## src/rtl/reset_button_conditioner_if.sv

```systemverilog
// Board-side signal bundle for reset_button_conditioner.
// sw_reset_req exists only when SOFT_RESET_EN is defined.
interface reset_button_conditioner_if #(
  parameter int NUM_INPUTS = 1
);
  logic [NUM_INPUTS-1:0] btn_in;
  logic [NUM_INPUTS-1:0] btn_level;
  logic [NUM_INPUTS-1:0] btn_press;
  logic [NUM_INPUTS-1:0] btn_release;
  logic                  soc_reset;
  logic                  soc_reset_n;
`ifdef SOFT_RESET_EN
  logic                  sw_reset_req;

  modport master (output btn_in, sw_reset_req,
                  input  btn_level, btn_press, btn_release, soc_reset, soc_reset_n);
  modport slave  (input  btn_in, sw_reset_req,
                  output btn_level, btn_press, btn_release, soc_reset, soc_reset_n);
`else
  modport master (output btn_in,
                  input  btn_level, btn_press, btn_release, soc_reset, soc_reset_n);
  modport slave  (input  btn_in,
                  output btn_level, btn_press, btn_release, soc_reset, soc_reset_n);
`endif
endinterface

```

## src/rtl/reset_button_conditioner.sv

```systemverilog
// Button synchroniser/debouncer array plus power-on / button-driven SOC reset FSM.
// Optional SOFT_RESET_EN adds a software reset request path from RUN.
module rbc_debounce_lane #(
  parameter int DEBOUNCE_CYCLES = 2,
  parameter bit ACTIVE_LOW      = 1'b0
) (
  input  logic clk,
  input  logic reset,
  input  logic pin,
  output logic level,
  output logic press,
  output logic rel
);
  localparam int             CW      = $clog2(DEBOUNCE_CYCLES);
  localparam logic [CW-1:0]  CNT_MAX = CW'(DEBOUNCE_CYCLES - 1);

  logic [1:0]    sync;
  logic [CW-1:0] cnt;

  always_ff @(posedge clk) begin
    if (!reset) begin
      sync  <= '0;
      cnt   <= '0;
      level <= 1'b0;
      press <= 1'b0;
      rel   <= 1'b0;
    end else begin
      sync  <= {sync[0], pin ^ ACTIVE_LOW};
      press <= 1'b0;
      rel   <= 1'b0;
      if (sync[1] == level) begin
        cnt <= '0;
      end else if (cnt == CNT_MAX) begin
        // Level, pulse and counter clear all land on the same edge.
        level <= ~level;
        cnt   <= '0;
        press <= ~level;
        rel   <= level;
      end else begin
        cnt <= cnt + 1'b1;
      end
    end
  end
endmodule

module reset_button_conditioner #(
  parameter int CLOCK_FREQ       = 25000000,
  parameter int NUM_INPUTS       = 1,
  parameter int DEBOUNCE_CYCLES  = 250000,
  parameter int POR_CYCLES       = 1024,
  parameter int STRETCH_CYCLES   = 16,
  parameter int RESET_INPUT      = 0,
  parameter int INPUT_ACTIVE_LOW = 0
) (
  input logic                       clk,
  input logic                       reset,
  reset_button_conditioner_if.slave bus
);
  localparam int PW = $clog2(POR_CYCLES + 1);
  localparam int SW = $clog2(STRETCH_CYCLES + 1);

  if (NUM_INPUTS < 1 || NUM_INPUTS > 8) begin : g_bad_n
    $error("NUM_INPUTS must be 1..8");
  end
  if (DEBOUNCE_CYCLES < 2) begin : g_bad_db
    $error("DEBOUNCE_CYCLES must be >= 2");
  end
  if (POR_CYCLES < 1 || STRETCH_CYCLES < 1) begin : g_bad_cyc
    $error("POR_CYCLES and STRETCH_CYCLES must be >= 1");
  end
  if (RESET_INPUT < 0 || RESET_INPUT >= NUM_INPUTS) begin : g_bad_ri
    $error("RESET_INPUT must index an existing channel");
  end

  typedef enum logic [1:0] {ST_POR, ST_RUN, ST_HOLD, ST_STRETCH} state_t;

  logic [NUM_INPUTS-1:0] pin_raw, lvl, prs, rls;

  assign pin_raw = bus.btn_in;

  rbc_debounce_lane #(
    .DEBOUNCE_CYCLES (DEBOUNCE_CYCLES),
    .ACTIVE_LOW      (INPUT_ACTIVE_LOW != 0)
  ) u_lane [NUM_INPUTS-1:0] (
    .clk   (clk),
    .reset (reset),
    .pin   (pin_raw),
    .level (lvl),
    .press (prs),
    .rel   (rls)
  );

  assign bus.btn_level   = lvl;
  assign bus.btn_press   = prs;
  assign bus.btn_release = rls;

  state_t        state, state_nxt;
  logic [PW-1:0] por_cnt, por_cnt_nxt;
  logic [SW-1:0] str_cnt, str_cnt_nxt;
  logic          soc_q;
  logic          sw_req;

`ifdef SOFT_RESET_EN
  assign sw_req = bus.sw_reset_req;
`else
  assign sw_req = 1'b0;
`endif

  always_ff @(posedge clk) begin
    if (!reset) begin
      state   <= ST_POR;
      por_cnt <= '0;
      str_cnt <= '0;
      soc_q   <= 1'b1;
    end else begin
      state   <= state_nxt;
      por_cnt <= por_cnt_nxt;
      str_cnt <= str_cnt_nxt;
      // Registered from next state so the SOC never sees a combinational glitch.
      soc_q   <= (state_nxt != ST_RUN);
    end
  end

  always_comb begin
    state_nxt   = state;
    por_cnt_nxt = por_cnt;
    str_cnt_nxt = str_cnt;
    unique case (state)
      ST_POR: begin
        if (por_cnt == PW'(POR_CYCLES)) state_nxt = lvl[RESET_INPUT] ? ST_HOLD : ST_RUN;
        else                            por_cnt_nxt = por_cnt + 1'b1;
      end
      ST_RUN: begin
        if (prs[RESET_INPUT]) begin
          state_nxt = ST_HOLD;
        end else if (sw_req) begin
          state_nxt   = ST_STRETCH;
          str_cnt_nxt = '0;
        end
      end
      ST_HOLD: begin
        if (rls[RESET_INPUT]) begin
          state_nxt   = ST_STRETCH;
          str_cnt_nxt = '0;
        end
      end
      ST_STRETCH: begin
        if (prs[RESET_INPUT])                        state_nxt = ST_HOLD;
        else if (str_cnt == SW'(STRETCH_CYCLES - 1)) state_nxt = ST_RUN;
        else                                         str_cnt_nxt = str_cnt + 1'b1;
      end
      default: state_nxt = ST_POR;
    endcase
  end

  assign bus.soc_reset   = soc_q;
  assign bus.soc_reset_n = ~soc_q;

  a_press_rel_excl: assert property (@(posedge clk) disable iff (!reset) !(|(prs & rls)))
    else $error("press/release overlap (clock %0d Hz)", CLOCK_FREQ);
endmodule

```

## src/flat_wrapper.sv

```systemverilog
// flat-port wrapper written by rule: the top's interface ports become plain ports
module reset_button_conditioner_flat 
#(
  parameter int CLOCK_FREQ       = 25000000,
  parameter int NUM_INPUTS       = 1,
  parameter int DEBOUNCE_CYCLES  = 250000,
  parameter int POR_CYCLES       = 1024,
  parameter int STRETCH_CYCLES   = 16,
  parameter int RESET_INPUT      = 0,
  parameter int INPUT_ACTIVE_LOW = 0
)
  (clk, reset, bus_btn_in, bus_btn_level, bus_btn_press, bus_btn_release, bus_soc_reset, bus_soc_reset_n);
  reset_button_conditioner_if #(.NUM_INPUTS(NUM_INPUTS)) bus_i ();
  input logic clk;
  input logic reset;
  input wire logic [$bits(bus_i.btn_in)-1:0] bus_btn_in;
  output wire logic [$bits(bus_i.btn_level)-1:0] bus_btn_level;
  output wire logic [$bits(bus_i.btn_press)-1:0] bus_btn_press;
  output wire logic [$bits(bus_i.btn_release)-1:0] bus_btn_release;
  output wire logic [$bits(bus_i.soc_reset)-1:0] bus_soc_reset;
  output wire logic [$bits(bus_i.soc_reset_n)-1:0] bus_soc_reset_n;
  assign bus_i.btn_in = bus_btn_in;
  assign bus_btn_level = bus_i.btn_level;
  assign bus_btn_press = bus_i.btn_press;
  assign bus_btn_release = bus_i.btn_release;
  assign bus_soc_reset = bus_i.soc_reset;
  assign bus_soc_reset_n = bus_i.soc_reset_n;
  reset_button_conditioner #(.CLOCK_FREQ(CLOCK_FREQ), .NUM_INPUTS(NUM_INPUTS), .DEBOUNCE_CYCLES(DEBOUNCE_CYCLES), .POR_CYCLES(POR_CYCLES), .STRETCH_CYCLES(STRETCH_CYCLES), .RESET_INPUT(RESET_INPUT), .INPUT_ACTIVE_LOW(INPUT_ACTIVE_LOW)) u_core (.clk(clk), .reset(reset), .bus(bus_i));
endmodule
```

## config.mk

```make
export PLATFORM = sky130hd
export DESIGN_NAME = reset_button_conditioner_flat
export DESIGN_NICKNAME = d
export VERILOG_FILES = /design/src/rtl/reset_button_conditioner_if.sv /design/src/rtl/reset_button_conditioner.sv /design/src/flat_wrapper.sv
export SDC_FILE = /design/constraint.sdc
export NUM_CORES = 1
export LEC_CHECK = 0
export CORE_ASPECT_RATIO = 0.9
export CORE_MARGIN = 4
export CORE_UTILIZATION = 35
export CTS_BUF_LIST = sky130_fd_sc_hd__clkbuf_16
export DETAILED_ROUTE_END_ITERATION = 10
export PLACE_DENSITY_LB_ADDON = 0.3
export SLEW_MARGIN = 40
export SYNTH_ARGS = -nofsm -noshare
export SYNTH_HDL_FRONTEND = slang
export SYNTH_SLANG_ARGS = --single-unit
```

## constraint.sdc

```tcl
create_clock -name clk -period 2.5 [get_ports clk]
set_input_delay 0.5 -clock clk [delete_from_list [all_inputs] [get_ports clk]]
set_output_delay 0.5 -clock clk [all_outputs]
set_load 0.005 [all_outputs]
```

* After elaboration in Yosys (flattened, before gate mapping)
Cells that the tools add are included. W data, S select, Z words.
Word-level totals: register bits after elaboration 42, word-level logic and storage cells 47, input port bits 3
Cells by class: reduce and logical (&&, ||, !) cells 7, add/subtract/negate cells 3, bitwise gates (word level) 6, mux-type cells 11, eq/ne operators 11
Operators by type and width (number):
- $add A18 B1 Y18 const B | 1
- $eq A18 B18 Y1 const B | 1
- $mux W5 | 3
- $mux W2 | 6
- $add A11 B1 Y11 const B | 1
- $eq A11 B11 Y1 const B | 1
- $pmux W5 S2 | 1
- $pmux W2 S4 | 1
- $ne A2 B2 Y1 const B | 3
- $not A1 Y1 | 6
- $reduce_or A3 Y1 | 2
- $add A5 B1 Y5 const B | 1
- $eq A5 B4 Y1 const B | 1
- $eq A2 B2 Y1 const B | 2
- $reduce_and A2 Y1 | 2
- $reduce_and A4 Y1 | 1
- $eq A2 B1 Y1 const B | 1
- $logic_not A2 Y1 | 1
- $ne A2 B1 Y1 const B | 1
- $reduce_bool A2 Y1 | 1
- $eq A1 B1 Y1 | 1

* Logic depth before layout (Yosys ltp)
depth after elaboration 5, depth in mapped cells 7, mapped depth without buffers 7

* By module
From an unflattened synthesis, not the netlist that was laid out.
Second synthesis, totals: cell total of the unflattened synthesis 218, area total of the unflattened synthesis 1978.1 um^2
By module, submodules not included:
- rbc_debounce_lane | times used 1, area each 1021.0 um^2, cells an instance 108
- reset_button_conditioner | times used 1, area each 957.2 um^2, cells an instance 110

* Least setup slack after synthesis
No wires, ideal clock.
path kind register -> register, start register u_core.str_cnt[0], end register u_core.str_cnt[4], required time 2.434 ns, setup slack 0.744 ns, path buffers 0, data arrival time 1.690 ns, stages on the path, launching flop included 8, cell sequence dfxtp_1 ha_1 and3_1 ha_1 a21boi_0 o21ai_1 mux2_2 nor2_1
Between the ends: longest elaborated chain between the ends 4
RTL lines:
- start: declaration | RTL line reset_button_conditioner.sv:99 | logic [SW-1:0] str_cnt, str_cnt_nxt;
- start signal: assignment | RTL line reset_button_conditioner.sv:118 | str_cnt <= str_cnt_nxt;
- $add A5 B1 Y5 | RTL line reset_button_conditioner.sv:150 | else str_cnt_nxt = str_cnt + 1'b1;
- $mux W5 | RTL line reset_button_conditioner.sv:149 | else if (str_cnt == SW'(STRETCH_CYCLES - 1)) state_nxt = ST_RUN;
- $mux W5 | RTL line reset_button_conditioner.sv:148 | if (prs[RESET_INPUT]) state_nxt = ST_HOLD;
- $pmux W5 S2 | RTL line reset_button_conditioner.sv:128 | unique case (state)
Several ways; a longest one is shown, not always the timed one. The select of a mux whose other input is x is not followed. A chain may end at the register's enable or synchronous reset.

* Worst setup path after layout
Ends and elaborated chain as after synthesis.

==> results_dict.tcl <==
set metrics [dict create \
    dieArea_sq_um 6760 \
    skew_ps 5.66 \
    fmax_ghz 0.501 \
    overflow 0 \
    synth_area_per_cell_sq_um 9.22 \
    peakVddDrop_mv 0.339 \
    grtUsageMet2_pct 16.6 \
    cts_setup_buffers 0 \
    crit_path_end_kind "flop" \
    die_w_um 86.2 \
    drive_gt1_share_pct 7.73 \
    n_antenna_cell 0 \
    power_density_nw_per_um2 601 \
    drv_cap 0 \
    ys_ff_latch 42 \
    synth.distinct_cells 37 \
    dp_hpwl_um 2330 \
    cts-root-buf "clkbuf_16" \
    track_usage_pct 11.2 \
    grt_busiest_layer "met2" \
    ant_nets 0 \
    cts_tree "built" \
    wire_per_inst_um 11.2 \
    cts.sinks 42 \
    arrival_ps 2200 \
    grt.met3_usage_pct 3.57 \
    start_util_pct 36.4 \
    synth-edff-count 0 \
    ys_dominant_reg_cell "dfxtp_1" \
    syn_nets 217 \
    synth_cells 209 \
    start_kind "flop" \
    cp.required_ps 2710 \
    drc 0 \
    first_pass_iters 4 \
    grt_pass1_vias 1363 \
    async_flop_share_pct 0 \
    vias_per_cell 4.99 \
    drt_iter0_markers 78 \
    area_growth_pct 14.7 \
    cts_resized 0 \
    grt_use_met1_pct 15.7 \
    cts_buffer_depth 2 \
    run_status "complete, no violations" \
    hold_buffers 0 \
    finalMaxSlewViolations 0 \
    final_hold_viol_count 0 \
    setup_viol 0 \
    grt_max_degree 23 \
    vias 1431 \
    hold_class "flop to flop" \
    postPlaceCellArea_sq_um 2060 \
    globalplace.congestion 0.782 \
    worstMarginPinSlew_ps 587 \
    fin_nets 227 \
    htree_num_levels 2 \
    synth_area_sq_um 1930 \
    slew_headroom_pct 60.5 \
    clk_latency_ps 270 \
    finalCritPeriodShare_pct 79.8 \
    fp-row-count 25 \
    cts_buffers 5 \
    layout_min_cycle_time_ps 1990 \
    die_h_um 78.4 \
    setup_tns_ps 0 \
    wirelength_um 3220 \
    cts.clk_slew.worst_paths_ps 60 \
    numPortBuffers 7 \
    ys.warnings.count 0 \
    fillers 512 \
    coreArea_sq_um 5290 \
    antenna_found_initial 0 \
    cellLeakagePower_nw 0.793 \
    rsz0062_at_grt "no" \
    fin_area_sq_um 2210 \
    finalPower_w 0.00133 \
    crit_fanout 4 \
    crit_type "flop to flop" \
    synth_seq_area_share_pct 43.6 \
    io_pins 8 \
    grt_pass1_wl_um 6200 \
]
==> kinds of logic after synthesis <==
kind of cell,Yosys count,share of synthesized area (%)
XOR/XNOR,24,10.9
flip-flops,42,43.6
multiplexers,5,2.66
AND/OR/NAND/NOR,103,29.7
AO/OA/AOI/OAI,19,7.14
buffers and inverters,11,2.66
adder cells (fa/ha/maj),5,3.25
==> final cells by class <==
class	instances	area [sq um]	area share, %
clock inverters	3	21.3	0.963
clock buffers	5	125	5.66
multi-input cells	156	1030	46.8
flip-flops and latches	42	841	38.1
repair buffers	9	85.1	3.85
inverters	5	18.8	0.849
well taps	67	83.8	3.79
==> critical path, cell delays in order (launching register included) <==
cell	delay [ps]
dfxtp_1	330
ha_1	210
and3_1	180
ha_1	180
a21boi_0	390
o21ai_1	240
mux2_2	320
nor2_1	80
==> flip-flops by register name, summed over array words and instances, names as in the netlist <==
register,cells
u_core.bus.soc_reset,1
u_core.por_cnt,11
u_core.state,2
u_core.str_cnt,5
u_core.u_lane.cnt,18
u_core.u_lane.level,1
u_core.u_lane.press,1
u_core.u_lane.rel,1
u_core.u_lane.sync,2
==> stage by stage <==
| step | util (%) | instances | setup slack, ps | hold WS [ps] |
|---|---|---|---|---|
| floorplan | - | 209 | 744 | 412 |
| global placement | 39.0 | 279 | 652 | 425 |
| detailed placement | 39.0 | 279 | 553 | 432 |
| CTS | 41.8 | 287 | 520 | 444 |
| global route | 41.8 | 287 | 301 | 481 |
| finish | 41.8 | 287 | 505 | 440 |
==> power by group <==
part | total, W | switching (W) | internal (W)
logic | 0.0000291 | 0.0000157 | 0.0000134
clock network | 0.000620 | 0.000251 | 0.000369
registers | 0.000680 | 0.00000509 | 0.000675
==> final timing paths <==
path	start	end	slack [ps]	cells after the start
max	u_core.str_cnt[0]$_SDFFE_PN0P_	u_core.str_cnt[4]$_SDFFE_PN0P_	510	7
min	u_core.u_lane[0].sync[0]$_SDFF_PN0_	u_core.u_lane[0].sync[1]$_SDFF_PN0_	440	1
max reg2reg	u_core.str_cnt[0]$_SDFFE_PN0P_	u_core.str_cnt[4]$_SDFFE_PN0P_	510	7
min reg2reg	u_core.u_lane[0].sync[0]$_SDFF_PN0_	u_core.u_lane[0].sync[1]$_SDFF_PN0_	440	1
==> synthesized netlist by cell type (2+ instances only) <==
| master | n | area share, % |
|---|---|---|
| a21boi_0 | 3 | 1.2 |
| a21oi_1 | 4 | 1.0 |
| and2_1 | 14 | 4.5 |
| and3_1 | 7 | 2.3 |
| and4_1 | 2 | 0.91 |
| and4bb_2 | 2 | 1.3 |
| clkbuf_1 | 3 | 0.58 |
| dfxtp_1 | 42 | 44 |
| ha_1 | 5 | 3.2 |
| inv_1 | 5 | 0.97 |
| mux2i_1 | 4 | 2.1 |
| nand2_1 | 18 | 3.5 |
| nand3_1 | 11 | 2.9 |
| nand4_1 | 12 | 3.9 |
| nor2_1 | 21 | 4.1 |
| nor2b_1 | 2 | 0.65 |
| nor4_1 | 5 | 1.6 |
| o211ai_1 | 2 | 0.78 |
| o21ai_0 | 5 | 1.3 |
| or3_1 | 3 | 0.97 |
| xnor2_1 | 10 | 4.5 |
| xor2_1 | 14 | 6.4 |
==> metal layers <==
metal	routed length (um)	part of all wire [%]
met2	1380	43
met3	104	3.2
met1	1720	53
met5	0	0
met4	22	0.68
==> placed cells by master, fill, tap and decap left out, types with 5 or more instances in the layout <==
cell / n
dfxtp_1: 42
nor2_1: 21
nand2_1: 18
xor2_1: 14
and2_1: 14
nand4_1: 12
nand3_1: 11
xnor2_1: 10
and3_1: 7
clkdlybuf4s50_1: 7
inv_1: 5
nor4_1: 5
o21ai_0: 5
ha_1: 5
clkbuf_16: 5
Power figures use the tool's default switching activity.
